$ cat src/rtl/mips_pkg.sv
// mips_pkg: shared ALU op codes, instruction field positions and register helpers.
// Rev 1.0
`default_nettype none

package mips_pkg;

  typedef enum logic [3:0] {
    ALU_AND = 4'b0000,
    ALU_OR  = 4'b0001,
    ALU_ADD = 4'b0010,
    ALU_SUB = 4'b0110,
    ALU_SLT = 4'b0111,
    ALU_NOR = 4'b1100
  } alu_op_e;

  localparam int RS_MSB = 25;
  localparam int RS_LSB = 21;
  localparam int RT_MSB = 20;
  localparam int RT_LSB = 16;
  localparam int RD_MSB = 15;
  localparam int RD_LSB = 11;

  localparam logic [4:0] REG_ZERO = 5'd0;

  function automatic logic [4:0] rs_of(input logic [31:0] instr);
    return instr[RS_MSB:RS_LSB];
  endfunction

  function automatic logic [4:0] rt_of(input logic [31:0] instr);
    return instr[RT_MSB:RT_LSB];
  endfunction

  function automatic logic [4:0] rd_of(input logic [31:0] instr);
    return instr[RD_MSB:RD_LSB];
  endfunction

  function automatic logic [4:0] dest_reg(input logic [31:0] instr, input logic regdst);
    return regdst ? rd_of(instr) : rt_of(instr);
  endfunction

endpackage

`default_nettype wire

$ cat src/rtl/id_ex_stage_if.sv
// id_ex_stage_if: ID-side inputs, forwarding sources and EX-side outputs of the ID/EX register.
// Rev 1.0
`default_nettype none

interface id_ex_stage_if #(
  parameter int WIDTH = 32
) ();

  logic             id_valid;
  logic [WIDTH-1:0] id_read1;
  logic [WIDTH-1:0] id_read2;
  logic [31:0]      id_instru;
  logic             id_alusrc;
  logic [3:0]       id_aluctrl;
  logic             id_regdst;
  logic             id_regwrite;
  logic             id_memread;
  logic             id_memwrite;
  logic             id_memtoreg;
  logic             id_branch;

  logic             stall;
  logic             flush;

  logic             exmem_regwrite;
  logic [4:0]       exmem_rd;
  logic [WIDTH-1:0] exmem_result;
  logic             memwb_regwrite;
  logic [4:0]       memwb_rd;
  logic [WIDTH-1:0] memwb_result;

  logic             ex_valid;
  logic [WIDTH-1:0] ex_data1;
  logic [WIDTH-1:0] ex_read2;
  logic [31:0]      ex_instru;
  logic             ex_alusrc;
  logic [3:0]       ex_aluctrl;
  logic [4:0]       ex_wreg;
  logic             ex_regwrite;
  logic             ex_memread;
  logic             ex_memwrite;
  logic             ex_memtoreg;
  logic             ex_branch;
  logic             hazard;

  modport master (
    output id_valid, id_read1, id_read2, id_instru, id_alusrc, id_aluctrl, id_regdst,
           id_regwrite, id_memread, id_memwrite, id_memtoreg, id_branch,
           stall, flush,
           exmem_regwrite, exmem_rd, exmem_result, memwb_regwrite, memwb_rd, memwb_result,
    input  ex_valid, ex_data1, ex_read2, ex_instru, ex_alusrc, ex_aluctrl, ex_wreg,
           ex_regwrite, ex_memread, ex_memwrite, ex_memtoreg, ex_branch, hazard
  );

  modport slave (
    input  id_valid, id_read1, id_read2, id_instru, id_alusrc, id_aluctrl, id_regdst,
           id_regwrite, id_memread, id_memwrite, id_memtoreg, id_branch,
           stall, flush,
           exmem_regwrite, exmem_rd, exmem_result, memwb_regwrite, memwb_rd, memwb_result,
    output ex_valid, ex_data1, ex_read2, ex_instru, ex_alusrc, ex_aluctrl, ex_wreg,
           ex_regwrite, ex_memread, ex_memwrite, ex_memtoreg, ex_branch, hazard
  );

endinterface

`default_nettype wire

$ cat src/rtl/fwd_mux.sv
// fwd_mux: two-source priority operand forwarder (EX/MEM over MEM/WB, never register 0).
// Rev 1.0
`default_nettype none

module fwd_mux
  import mips_pkg::*;
#(
  parameter int WIDTH = 32
) (
  input  logic             en,
  input  logic [4:0]       src,
  input  logic [WIDTH-1:0] reg_val,
  input  logic             exmem_regwrite,
  input  logic [4:0]       exmem_rd,
  input  logic [WIDTH-1:0] exmem_result,
  input  logic             memwb_regwrite,
  input  logic [4:0]       memwb_rd,
  input  logic [WIDTH-1:0] memwb_result,
  output logic [WIDTH-1:0] data
);

  always_comb begin
    data = reg_val;
    // src != 0 together with rd == src also excludes a zero destination
    if (en && (src != REG_ZERO)) begin
      if (exmem_regwrite && (exmem_rd == src)) begin
        data = exmem_result;
      end else if (memwb_regwrite && (memwb_rd == src)) begin
        data = memwb_result;
      end
    end
  end

endmodule

`default_nettype wire

$ cat src/rtl/id_ex_stage.sv
// id_ex_stage: ID/EX pipeline register with operand forwarding and load-use hazard detection.
// Rev 1.0
`default_nettype none

module id_ex_stage
  import mips_pkg::*;
#(
  parameter int WIDTH  = 32,
  parameter bit FWD_EN = 1'b1
) (
  input  logic          clk,
  input  logic          rst_n,
  id_ex_stage_if.slave  bus
);

  logic             r_valid;
  logic [WIDTH-1:0] r_read1;
  logic [WIDTH-1:0] r_read2;
  logic [31:0]      r_instru;
  logic             r_alusrc;
  logic [3:0]       r_aluctrl;
  logic [4:0]       r_wreg;
  logic             r_regwrite;
  logic             r_memread;
  logic             r_memwrite;
  logic             r_memtoreg;
  logic             r_branch;

  logic             w_hazard;
  logic             w_fwd_en;

  assign w_hazard = r_valid && r_memread && (r_wreg != REG_ZERO) &&
                    ((r_wreg == rs_of(bus.id_instru)) || (r_wreg == rt_of(bus.id_instru))) &&
                    bus.id_valid;

  always_ff @(posedge clk) begin
    if (!rst_n || (!bus.stall && (bus.flush || w_hazard))) begin
      r_valid    <= 1'b0;
      r_read1    <= '0;
      r_read2    <= '0;
      r_instru   <= '0;
      r_alusrc   <= 1'b0;
      r_aluctrl  <= '0;
      r_wreg     <= REG_ZERO;
      r_regwrite <= 1'b0;
      r_memread  <= 1'b0;
      r_memwrite <= 1'b0;
      r_memtoreg <= 1'b0;
      r_branch   <= 1'b0;
    end else if (!bus.stall) begin
      r_valid    <= bus.id_valid;
      r_read1    <= bus.id_read1;
      r_read2    <= bus.id_read2;
      r_instru   <= bus.id_instru;
      r_alusrc   <= bus.id_alusrc;
      r_aluctrl  <= bus.id_aluctrl;
      r_wreg     <= dest_reg(bus.id_instru, bus.id_regdst);
      r_regwrite <= bus.id_regwrite & bus.id_valid;
      r_memread  <= bus.id_memread  & bus.id_valid;
      r_memwrite <= bus.id_memwrite & bus.id_valid;
      r_memtoreg <= bus.id_memtoreg & bus.id_valid;
      r_branch   <= bus.id_branch   & bus.id_valid;
    end
  end

  // Forwarding also covers the B source when alusrc selects the immediate, so store data is right
  assign w_fwd_en = FWD_EN && r_valid;

  fwd_mux #(.WIDTH(WIDTH)) u_fwd_a (
    .en             (w_fwd_en),
    .src            (rs_of(r_instru)),
    .reg_val        (r_read1),
    .exmem_regwrite (bus.exmem_regwrite),
    .exmem_rd       (bus.exmem_rd),
    .exmem_result   (bus.exmem_result),
    .memwb_regwrite (bus.memwb_regwrite),
    .memwb_rd       (bus.memwb_rd),
    .memwb_result   (bus.memwb_result),
    .data           (bus.ex_data1)
  );

  fwd_mux #(.WIDTH(WIDTH)) u_fwd_b (
    .en             (w_fwd_en),
    .src            (rt_of(r_instru)),
    .reg_val        (r_read2),
    .exmem_regwrite (bus.exmem_regwrite),
    .exmem_rd       (bus.exmem_rd),
    .exmem_result   (bus.exmem_result),
    .memwb_regwrite (bus.memwb_regwrite),
    .memwb_rd       (bus.memwb_rd),
    .memwb_result   (bus.memwb_result),
    .data           (bus.ex_read2)
  );

  assign bus.ex_valid    = r_valid;
  assign bus.ex_instru   = r_instru;
  assign bus.ex_alusrc   = r_alusrc;
  assign bus.ex_aluctrl  = r_aluctrl;
  assign bus.ex_wreg     = r_wreg;
  assign bus.ex_regwrite = r_regwrite;
  assign bus.ex_memread  = r_memread;
  assign bus.ex_memwrite = r_memwrite;
  assign bus.ex_memtoreg = r_memtoreg;
  assign bus.ex_branch   = r_branch;
  assign bus.hazard      = w_hazard;

endmodule

`default_nettype wire

$ cat src/flat_wrapper.sv
// flat-port wrapper written by rule: the top's interface ports become plain ports
module id_ex_stage_flat import mips_pkg::*;
#(
  parameter int WIDTH  = 32,
  parameter bit FWD_EN = 1'b1
)
  (clk, rst_n, bus_id_valid, bus_id_read1, bus_id_read2, bus_id_instru, bus_id_alusrc, bus_id_aluctrl, bus_id_regdst, bus_id_regwrite, bus_id_memread, bus_id_memwrite, bus_id_memtoreg, bus_id_branch, bus_stall, bus_flush, bus_exmem_regwrite, bus_exmem_rd, bus_exmem_result, bus_memwb_regwrite, bus_memwb_rd, bus_memwb_result, bus_ex_valid, bus_ex_data1, bus_ex_read2, bus_ex_instru, bus_ex_alusrc, bus_ex_aluctrl, bus_ex_wreg, bus_ex_regwrite, bus_ex_memread, bus_ex_memwrite, bus_ex_memtoreg, bus_ex_branch, bus_hazard);
  id_ex_stage_if #(.WIDTH(WIDTH)) bus_i ();
  input  logic clk;
  input  logic rst_n;
  input wire logic [$bits(bus_i.id_valid)-1:0] bus_id_valid;
  input wire logic [$bits(bus_i.id_read1)-1:0] bus_id_read1;
  input wire logic [$bits(bus_i.id_read2)-1:0] bus_id_read2;
  input wire logic [$bits(bus_i.id_instru)-1:0] bus_id_instru;
  input wire logic [$bits(bus_i.id_alusrc)-1:0] bus_id_alusrc;
  input wire logic [$bits(bus_i.id_aluctrl)-1:0] bus_id_aluctrl;
  input wire logic [$bits(bus_i.id_regdst)-1:0] bus_id_regdst;
  input wire logic [$bits(bus_i.id_regwrite)-1:0] bus_id_regwrite;
  input wire logic [$bits(bus_i.id_memread)-1:0] bus_id_memread;
  input wire logic [$bits(bus_i.id_memwrite)-1:0] bus_id_memwrite;
  input wire logic [$bits(bus_i.id_memtoreg)-1:0] bus_id_memtoreg;
  input wire logic [$bits(bus_i.id_branch)-1:0] bus_id_branch;
  input wire logic [$bits(bus_i.stall)-1:0] bus_stall;
  input wire logic [$bits(bus_i.flush)-1:0] bus_flush;
  input wire logic [$bits(bus_i.exmem_regwrite)-1:0] bus_exmem_regwrite;
  input wire logic [$bits(bus_i.exmem_rd)-1:0] bus_exmem_rd;
  input wire logic [$bits(bus_i.exmem_result)-1:0] bus_exmem_result;
  input wire logic [$bits(bus_i.memwb_regwrite)-1:0] bus_memwb_regwrite;
  input wire logic [$bits(bus_i.memwb_rd)-1:0] bus_memwb_rd;
  input wire logic [$bits(bus_i.memwb_result)-1:0] bus_memwb_result;
  output wire logic [$bits(bus_i.ex_valid)-1:0] bus_ex_valid;
  output wire logic [$bits(bus_i.ex_data1)-1:0] bus_ex_data1;
  output wire logic [$bits(bus_i.ex_read2)-1:0] bus_ex_read2;
  output wire logic [$bits(bus_i.ex_instru)-1:0] bus_ex_instru;
  output wire logic [$bits(bus_i.ex_alusrc)-1:0] bus_ex_alusrc;
  output wire logic [$bits(bus_i.ex_aluctrl)-1:0] bus_ex_aluctrl;
  output wire logic [$bits(bus_i.ex_wreg)-1:0] bus_ex_wreg;
  output wire logic [$bits(bus_i.ex_regwrite)-1:0] bus_ex_regwrite;
  output wire logic [$bits(bus_i.ex_memread)-1:0] bus_ex_memread;
  output wire logic [$bits(bus_i.ex_memwrite)-1:0] bus_ex_memwrite;
  output wire logic [$bits(bus_i.ex_memtoreg)-1:0] bus_ex_memtoreg;
  output wire logic [$bits(bus_i.ex_branch)-1:0] bus_ex_branch;
  output wire logic [$bits(bus_i.hazard)-1:0] bus_hazard;
  assign bus_i.id_valid = bus_id_valid;
  assign bus_i.id_read1 = bus_id_read1;
  assign bus_i.id_read2 = bus_id_read2;
  assign bus_i.id_instru = bus_id_instru;
  assign bus_i.id_alusrc = bus_id_alusrc;
  assign bus_i.id_aluctrl = bus_id_aluctrl;
  assign bus_i.id_regdst = bus_id_regdst;
  assign bus_i.id_regwrite = bus_id_regwrite;
  assign bus_i.id_memread = bus_id_memread;
  assign bus_i.id_memwrite = bus_id_memwrite;
  assign bus_i.id_memtoreg = bus_id_memtoreg;
  assign bus_i.id_branch = bus_id_branch;
  assign bus_i.stall = bus_stall;
  assign bus_i.flush = bus_flush;
  assign bus_i.exmem_regwrite = bus_exmem_regwrite;
  assign bus_i.exmem_rd = bus_exmem_rd;
  assign bus_i.exmem_result = bus_exmem_result;
  assign bus_i.memwb_regwrite = bus_memwb_regwrite;
  assign bus_i.memwb_rd = bus_memwb_rd;
  assign bus_i.memwb_result = bus_memwb_result;
  assign bus_ex_valid = bus_i.ex_valid;
  assign bus_ex_data1 = bus_i.ex_data1;
  assign bus_ex_read2 = bus_i.ex_read2;
  assign bus_ex_instru = bus_i.ex_instru;
  assign bus_ex_alusrc = bus_i.ex_alusrc;
  assign bus_ex_aluctrl = bus_i.ex_aluctrl;
  assign bus_ex_wreg = bus_i.ex_wreg;
  assign bus_ex_regwrite = bus_i.ex_regwrite;
  assign bus_ex_memread = bus_i.ex_memread;
  assign bus_ex_memwrite = bus_i.ex_memwrite;
  assign bus_ex_memtoreg = bus_i.ex_memtoreg;
  assign bus_ex_branch = bus_i.ex_branch;
  assign bus_hazard = bus_i.hazard;
  id_ex_stage #(.WIDTH(WIDTH), .FWD_EN(FWD_EN)) u_core (.clk(clk), .rst_n(rst_n), .bus(bus_i));
endmodule
$ cat config.mk
export PLATFORM = sky130hd
export DESIGN_NAME = id_ex_stage_flat
export DESIGN_NICKNAME = d
export VERILOG_FILES = /design/src/rtl/mips_pkg.sv /design/src/rtl/id_ex_stage_if.sv /design/src/rtl/fwd_mux.sv /design/src/rtl/id_ex_stage.sv /design/src/flat_wrapper.sv
export SDC_FILE = /design/constraint.sdc
export NUM_CORES = 1
export LEC_CHECK = 0
export ABC_AREA = 1
export CAP_MARGIN = 15
export CORE_UTILIZATION = 39
export CTS_CLUSTER_DIAMETER = 50
export DETAILED_ROUTE_END_ITERATION = 10
export PLACE_DENSITY = 0.81
export SYNTH_ARGS = -nofsm -noshare
export SYNTH_HDL_FRONTEND = slang
export SYNTH_SLANG_ARGS = --single-unit
$ cat constraint.sdc
create_clock -name clk -period 1.9 [get_ports clk]
set_input_delay 0.285 -clock clk [delete_from_list [all_inputs] [get_ports clk]]
set_output_delay 0.285 -clock clk [all_outputs]
set_load 0.03 [all_outputs]
# Word level (Yosys, flattened, before mapping)
# Cells that the tools add are included.
[totals]
regBits = 112
in_bits = 188
out_inout_bits = 113
word_cells = 49
[classes]
eq_ne = 6
n_mux = 7
bitwise_logic = 5
n_reduce_logical = 19
[ops]
columns = ["operator", "count"]
rows = [
  ["$mux W32", 6],
  ["$eq A5 B5 Y1", 6],
  ["$reduce_bool A5 Y1", 3],
  ["$logic_and A1 B1 Y1", 11],
  ["$and A1 B1 Y1", 5],
  ["$mux W5", 1],
  ["$logic_or A1 B1 Y1", 3],
  ["$logic_not A1 Y1", 2],
]

# Logic depth before layout (Yosys ltp)
[depth]
ltp_word = 7
mapped_depth = 13

# Hierarchy
# Synthesis repeated with hierarchy kept, for this count alone.
[hier_totals]
cells_unflattened = 1057
hier_area_um2 = 6966.7
[by_module_without_submodules]
columns = ["module", "instances", "cells_each", "area_per_inst_um2"]
rows = [
  ["id_ex_stage", 1, 447, 4216.5],
  ["fwd_mux", 2, 305, 1375.1],
]

# Least setup slack after synthesis
# Ideal clock, no wire load.
[synth_path]
kind = "register -> output"
from = "register u_core.r_instru[23], in the netlist u_core.bus.ex_instru[23]"
to = "output port bus_ex_data1[21]"
t_arrival_ps = 1857
required_ps = 1615
setup_slack_ps = -242
stages_incl_launch_ff = 10
path_buffers = 1
path_cell_list = "dfxtp_1 > inv_1 > o22ai_1 > nor2_1 > nand3_1 > clkbuf_1 > nor2_1 > nor2_1 > nor2_1 > nor2_1"
[synth_between]
elab_chain_len = 5
elab_cells_between_ends = 9
cone_classes = "eq/ne: 2; mux: 3; reduce/logical: 4"
[synth_rtl]
columns = ["element", "line", "rtl"]
rows = [
  ["from (decl)", "id_ex_stage.sv:19", "logic [31:0] r_instru;"],
  ["from (signal assigned)", "id_ex_stage.sv:54", "r_instru <= bus.id_instru;"],
  ["$eq A5 B5 Y1", "fwd_mux.sv:28", "end else if (memwb_regwrite && (memwb_rd == src)) begin"],
  ["$logic_and A1 B1 Y1", "fwd_mux.sv:28", ""],
  ["$mux W32", "fwd_mux.sv:28", ""],
  ["$mux W32", "fwd_mux.sv:26", "if (exmem_regwrite && (exmem_rd == src)) begin"],
  ["$mux W32 *", "fwd_mux.sv:25", "if (en && (src != REG_ZERO)) begin"],
  ["to (decl)", "flat_wrapper.sv:32", "output wire logic [$bits(bus_i.ex_data1)-1:0] bus_ex_data1;"],
]
# Mark *: on every way between the ends. The rest lies on a longest branch, timed or not.

# Worst setup path in the final report
[layout_path]
from = "register u_core.r_instru[17], in the netlist u_core.bus.ex_instru[17]"
to = "output port bus_ex_read2[4]"
[layout_between]
elab_chain_len = 5
elab_cells_between_ends = 9
cone_classes = "eq/ne: 2; mux: 3; reduce/logical: 4"
[layout_rtl]
columns = ["element", "line", "rtl"]
rows = [
  ["$eq A5 B5 Y1", "fwd_mux.sv:28", ""],
  ["$logic_and A1 B1 Y1", "fwd_mux.sv:28", ""],
  ["$mux W32", "fwd_mux.sv:28", ""],
  ["$mux W32", "fwd_mux.sv:26", ""],
  ["$mux W32 *", "fwd_mux.sv:25", ""],
  ["to (decl)", "flat_wrapper.sv:33", "output wire logic [$bits(bus_i.ex_read2)-1:0] bus_ex_read2;"],
]
# Marked as above.

==> impl_metrics.tcl <==
set metrics [dict create \
    grt_pass1_vias 8260 \
    cts_tree "done" \
    synth.avg_cell_area_um2 6.552 \
    synth_compound_area_frac 0.1368 \
    synth_top_family_by_area "simple AND/OR/NAND/NOR gates" \
    grt_use_total 0.3131 \
    die-area_mm2 0.01693 \
    power_per_cell_area_mw_per_mm2 530.0 \
    status "finished with violations" \
    antenna_found_initial 1 \
    start_kind "flip-flop" \
    synthTopCellsByCount "nor2_1, dfxtp_1, mux2i_1" \
    synth_seq_area_share 0.3503 \
    startpoint "u_core.bus.ex_instru[17]" \
    core-area_mm2 0.01594 \
    die_x_um 130.1 \
    p_leak_nw 5.202 \
    grt_overflow 0 \
    synth_edf_count 0 \
    slew_viol_final 0 \
    yosysTopAreaCellShare 0.3503 \
    drive_gt1_frac 0.3666 \
    critPathBufInv 3 \
    yosys.area_share.simple 0.2756 \
    muxShareOfSynthArea 0.1458 \
    clk_pin_slew_ps 80 \
    worst_ep_arrival_time_ps 2130 \
    initial_core_util 0.4015 \
    wirelength_um 30860 \
    worst_slack_ps -519.8 \
    yosysMostFrequentCell "nor2_1" \
    cp.required_ps 1620 \
    cts_hold_buf 0 \
    die_h_um 130.1 \
    io_pins 301 \
    crit_type "reg -> out" \
    endpoint_kind "output pin" \
    numPortBuffers 300 \
    vdd_ir_drop_max_uv 398.7 \
    dpl.hpwl_um 18300 \
    cts_max_level 3 \
    drc_errors 0 \
    grt_setup_unrepaired "yes" \
    fin_worst_skew_ps 12.41 \
    synth_top_flop_cell "dfxtp_1" \
    hold_start "bus_id_instru[21]" \
    cts_inserted_buffers 9 \
    synth_cells 977 \
    nets 1517 \
    hold_ws_ps 266.1 \
    ys_seq_elements 112 \
    wl_per_cell_um 19.90 \
    vias_per_cell 5.451 \
    syn-num-nets 1165 \
    cp_slowest_cell "dfxtp_4" \
    fmax_ghz 0.4133 \
    period_minus_slack_ps 2420 \
    drv_cap 0 \
    insertion_delay_ps 360 \
    slew_headroom 0.7232 \
    cts_sinks 112 \
    post-route-period-util 1.274 \
    synth.cell_area_mm2 0.006401 \
    slowest_delay_ps 380 \
    synthArstFlopShare 0 \
    r2r-start "u_core.bus.ex_valid" \
    synth_xor_area_frac 0.002737 \
    first_pass_iters 5 \
    setup_viol 64 \
    cts_root_buffer "clkbuf_16" \
    synthTopCellsByArea "dfxtp_1, nor2_1, mux2i_1" \
    rows 46 \
    violations "setup timing" \
    critPathTopFamily "simple AND/OR/NAND/NOR gates" \
    ys_types 20 \
    vias 8454 \
    first_iter_violations 562 \
    crit_chain "inv_4 -> nand2_1 -> nand2_1 -> a21oi_2 -> nand3_4 -> buf_12 -> nor2_1 -> nor2_1 -> nor2_2 -> nor2_4 -> buf_4" \
    cts_buffer_depth 2 \
    ant_nets 0 \
    fill_cells 1009 \
    crit_path_max_fanout 16 \
    gp_congestion 0.9677 \
    grt_max_degree 43 \
    worstMarginPinSlew_ps 413.7 \
    finalHoldViolCount 0 \
    synth_fa_ha_area_frac 0 \
    synth_top_area_cell "dfxtp_1" \
    grt_pass1_wl_um 41000 \
    synth-warning-count 0 \
    fin_setup_tns_ps -25800 \
    syn2layout_area_growth_pct 99.41 \
    hold_class "in -> reg" \
]
[flip-flops by register name, summed over array words and instances (netlist names)]
signal and flops:
u_core.r_read2 32, u_core.bus.ex_wreg 5, u_core.bus.ex_memread 1, u_core.bus.ex_memwrite 1
u_core.bus.ex_memtoreg 1, u_core.bus.ex_branch 1, u_core.bus.ex_alusrc 1, u_core.bus.ex_instru 32
u_core.r_read1 32, u_core.bus.ex_aluctrl 4, u_core.bus.ex_regwrite 1, u_core.bus.ex_valid 1
[final timing paths]
check                                   to  slack, ps  cells past startpoint
setup / recovery           bus_ex_read2[4]       -520                     11
hold / removal    u_core.bus.ex_instru[21]        270                      3
setup reg to reg  u_core.bus.ex_aluctrl[3]        210                     10
hold reg to reg    u_core.bus.ex_instru[2]        520                      2
[layout make-up]
cell class,instances,area (µm²),area share
inverter,71,309.0,0.02421
timing repair buffer,404,4536,0.3553
clock buffer,9,225.2,0.01764
sequential,112,2281,0.1787
clock inverter,7,78.83,0.006175
antenna,1,2.502,0.0001960
tap,216,270.3,0.02117
multi-input combinational,731,5062,0.3966
[per-layer routing]
metal  up-vias  global-route usage  share of wire
met5         -                   0              0
met2       522              0.5538           0.48
met4         0              0.1587          0.059
met3       153             0.08159          0.094
li1       3847                   -              -
met1      3932              0.3452           0.36
[power breakdown]
part / internal (mW) / switching (mW)
registers: 2.47 / 0.112
logic: 1.09 / 1.11
clock network: 0.949 / 1.03
[cells in the final DEF, fill, tap and decap left out, types with 36 or more instances in the layout]
| cell | count |
|---|---|
| nor2_1 | 244 |
| clkdlybuf4s50_1 | 216 |
| dfxtp_1 | 97 |
| mux2i_1 | 91 |
| nor2_2 | 79 |
| buf_6 | 69 |
| nor2_4 | 62 |
| nand2_1 | 61 |
| buf_4 | 56 |
| inv_1 | 50 |
| o21ai_2 | 36 |
[tightest hold or removal path, cell delays in order]
cell and delay [ps]:
dlymetal6s2s_1 130, o21ai_0 90, nor2_1 90
[logic make-up after synthesis]
group | count (synthesis)
AOI/OAI and AO/OA | 171
xor gates and xnor gates | 2
buffers and inverters | 134
DFF | 112
muxes | 93
and+or+nand+nor | 465
[repair_timing]
| action | CTS | global route |
|---|---|---|
| gates cloned | 6 | 11 |
| gates resized for setup | 238 | 214 |
| pin swaps | 35 | 50 |
| endpoints found under the setup margin | 65 | 65 |
| hold endpoints to repair | 0 | 0 |
| buffers inserted | 11 | 6 |
[metrics by stage]
stage	worst slack [ps]	instance area, µm²	power [mW]	cells	utilization
3_3_place_gp	-622.4	10550	4.397	1502	0.6616
5_1_grt	-608.2	12760	6.999	1551	0.8007
2_1_floorplan	-43.54	6867	3.490	977	-
6_report	-519.8	12760	6.765	1551	0.8007
4_1_cts	-413.7	11770	6.557	1535	0.7380
3_5_place_dp	-660.8	10550	4.426	1502	0.6616
No activity file was read; power rests on OpenSTA's default activity.
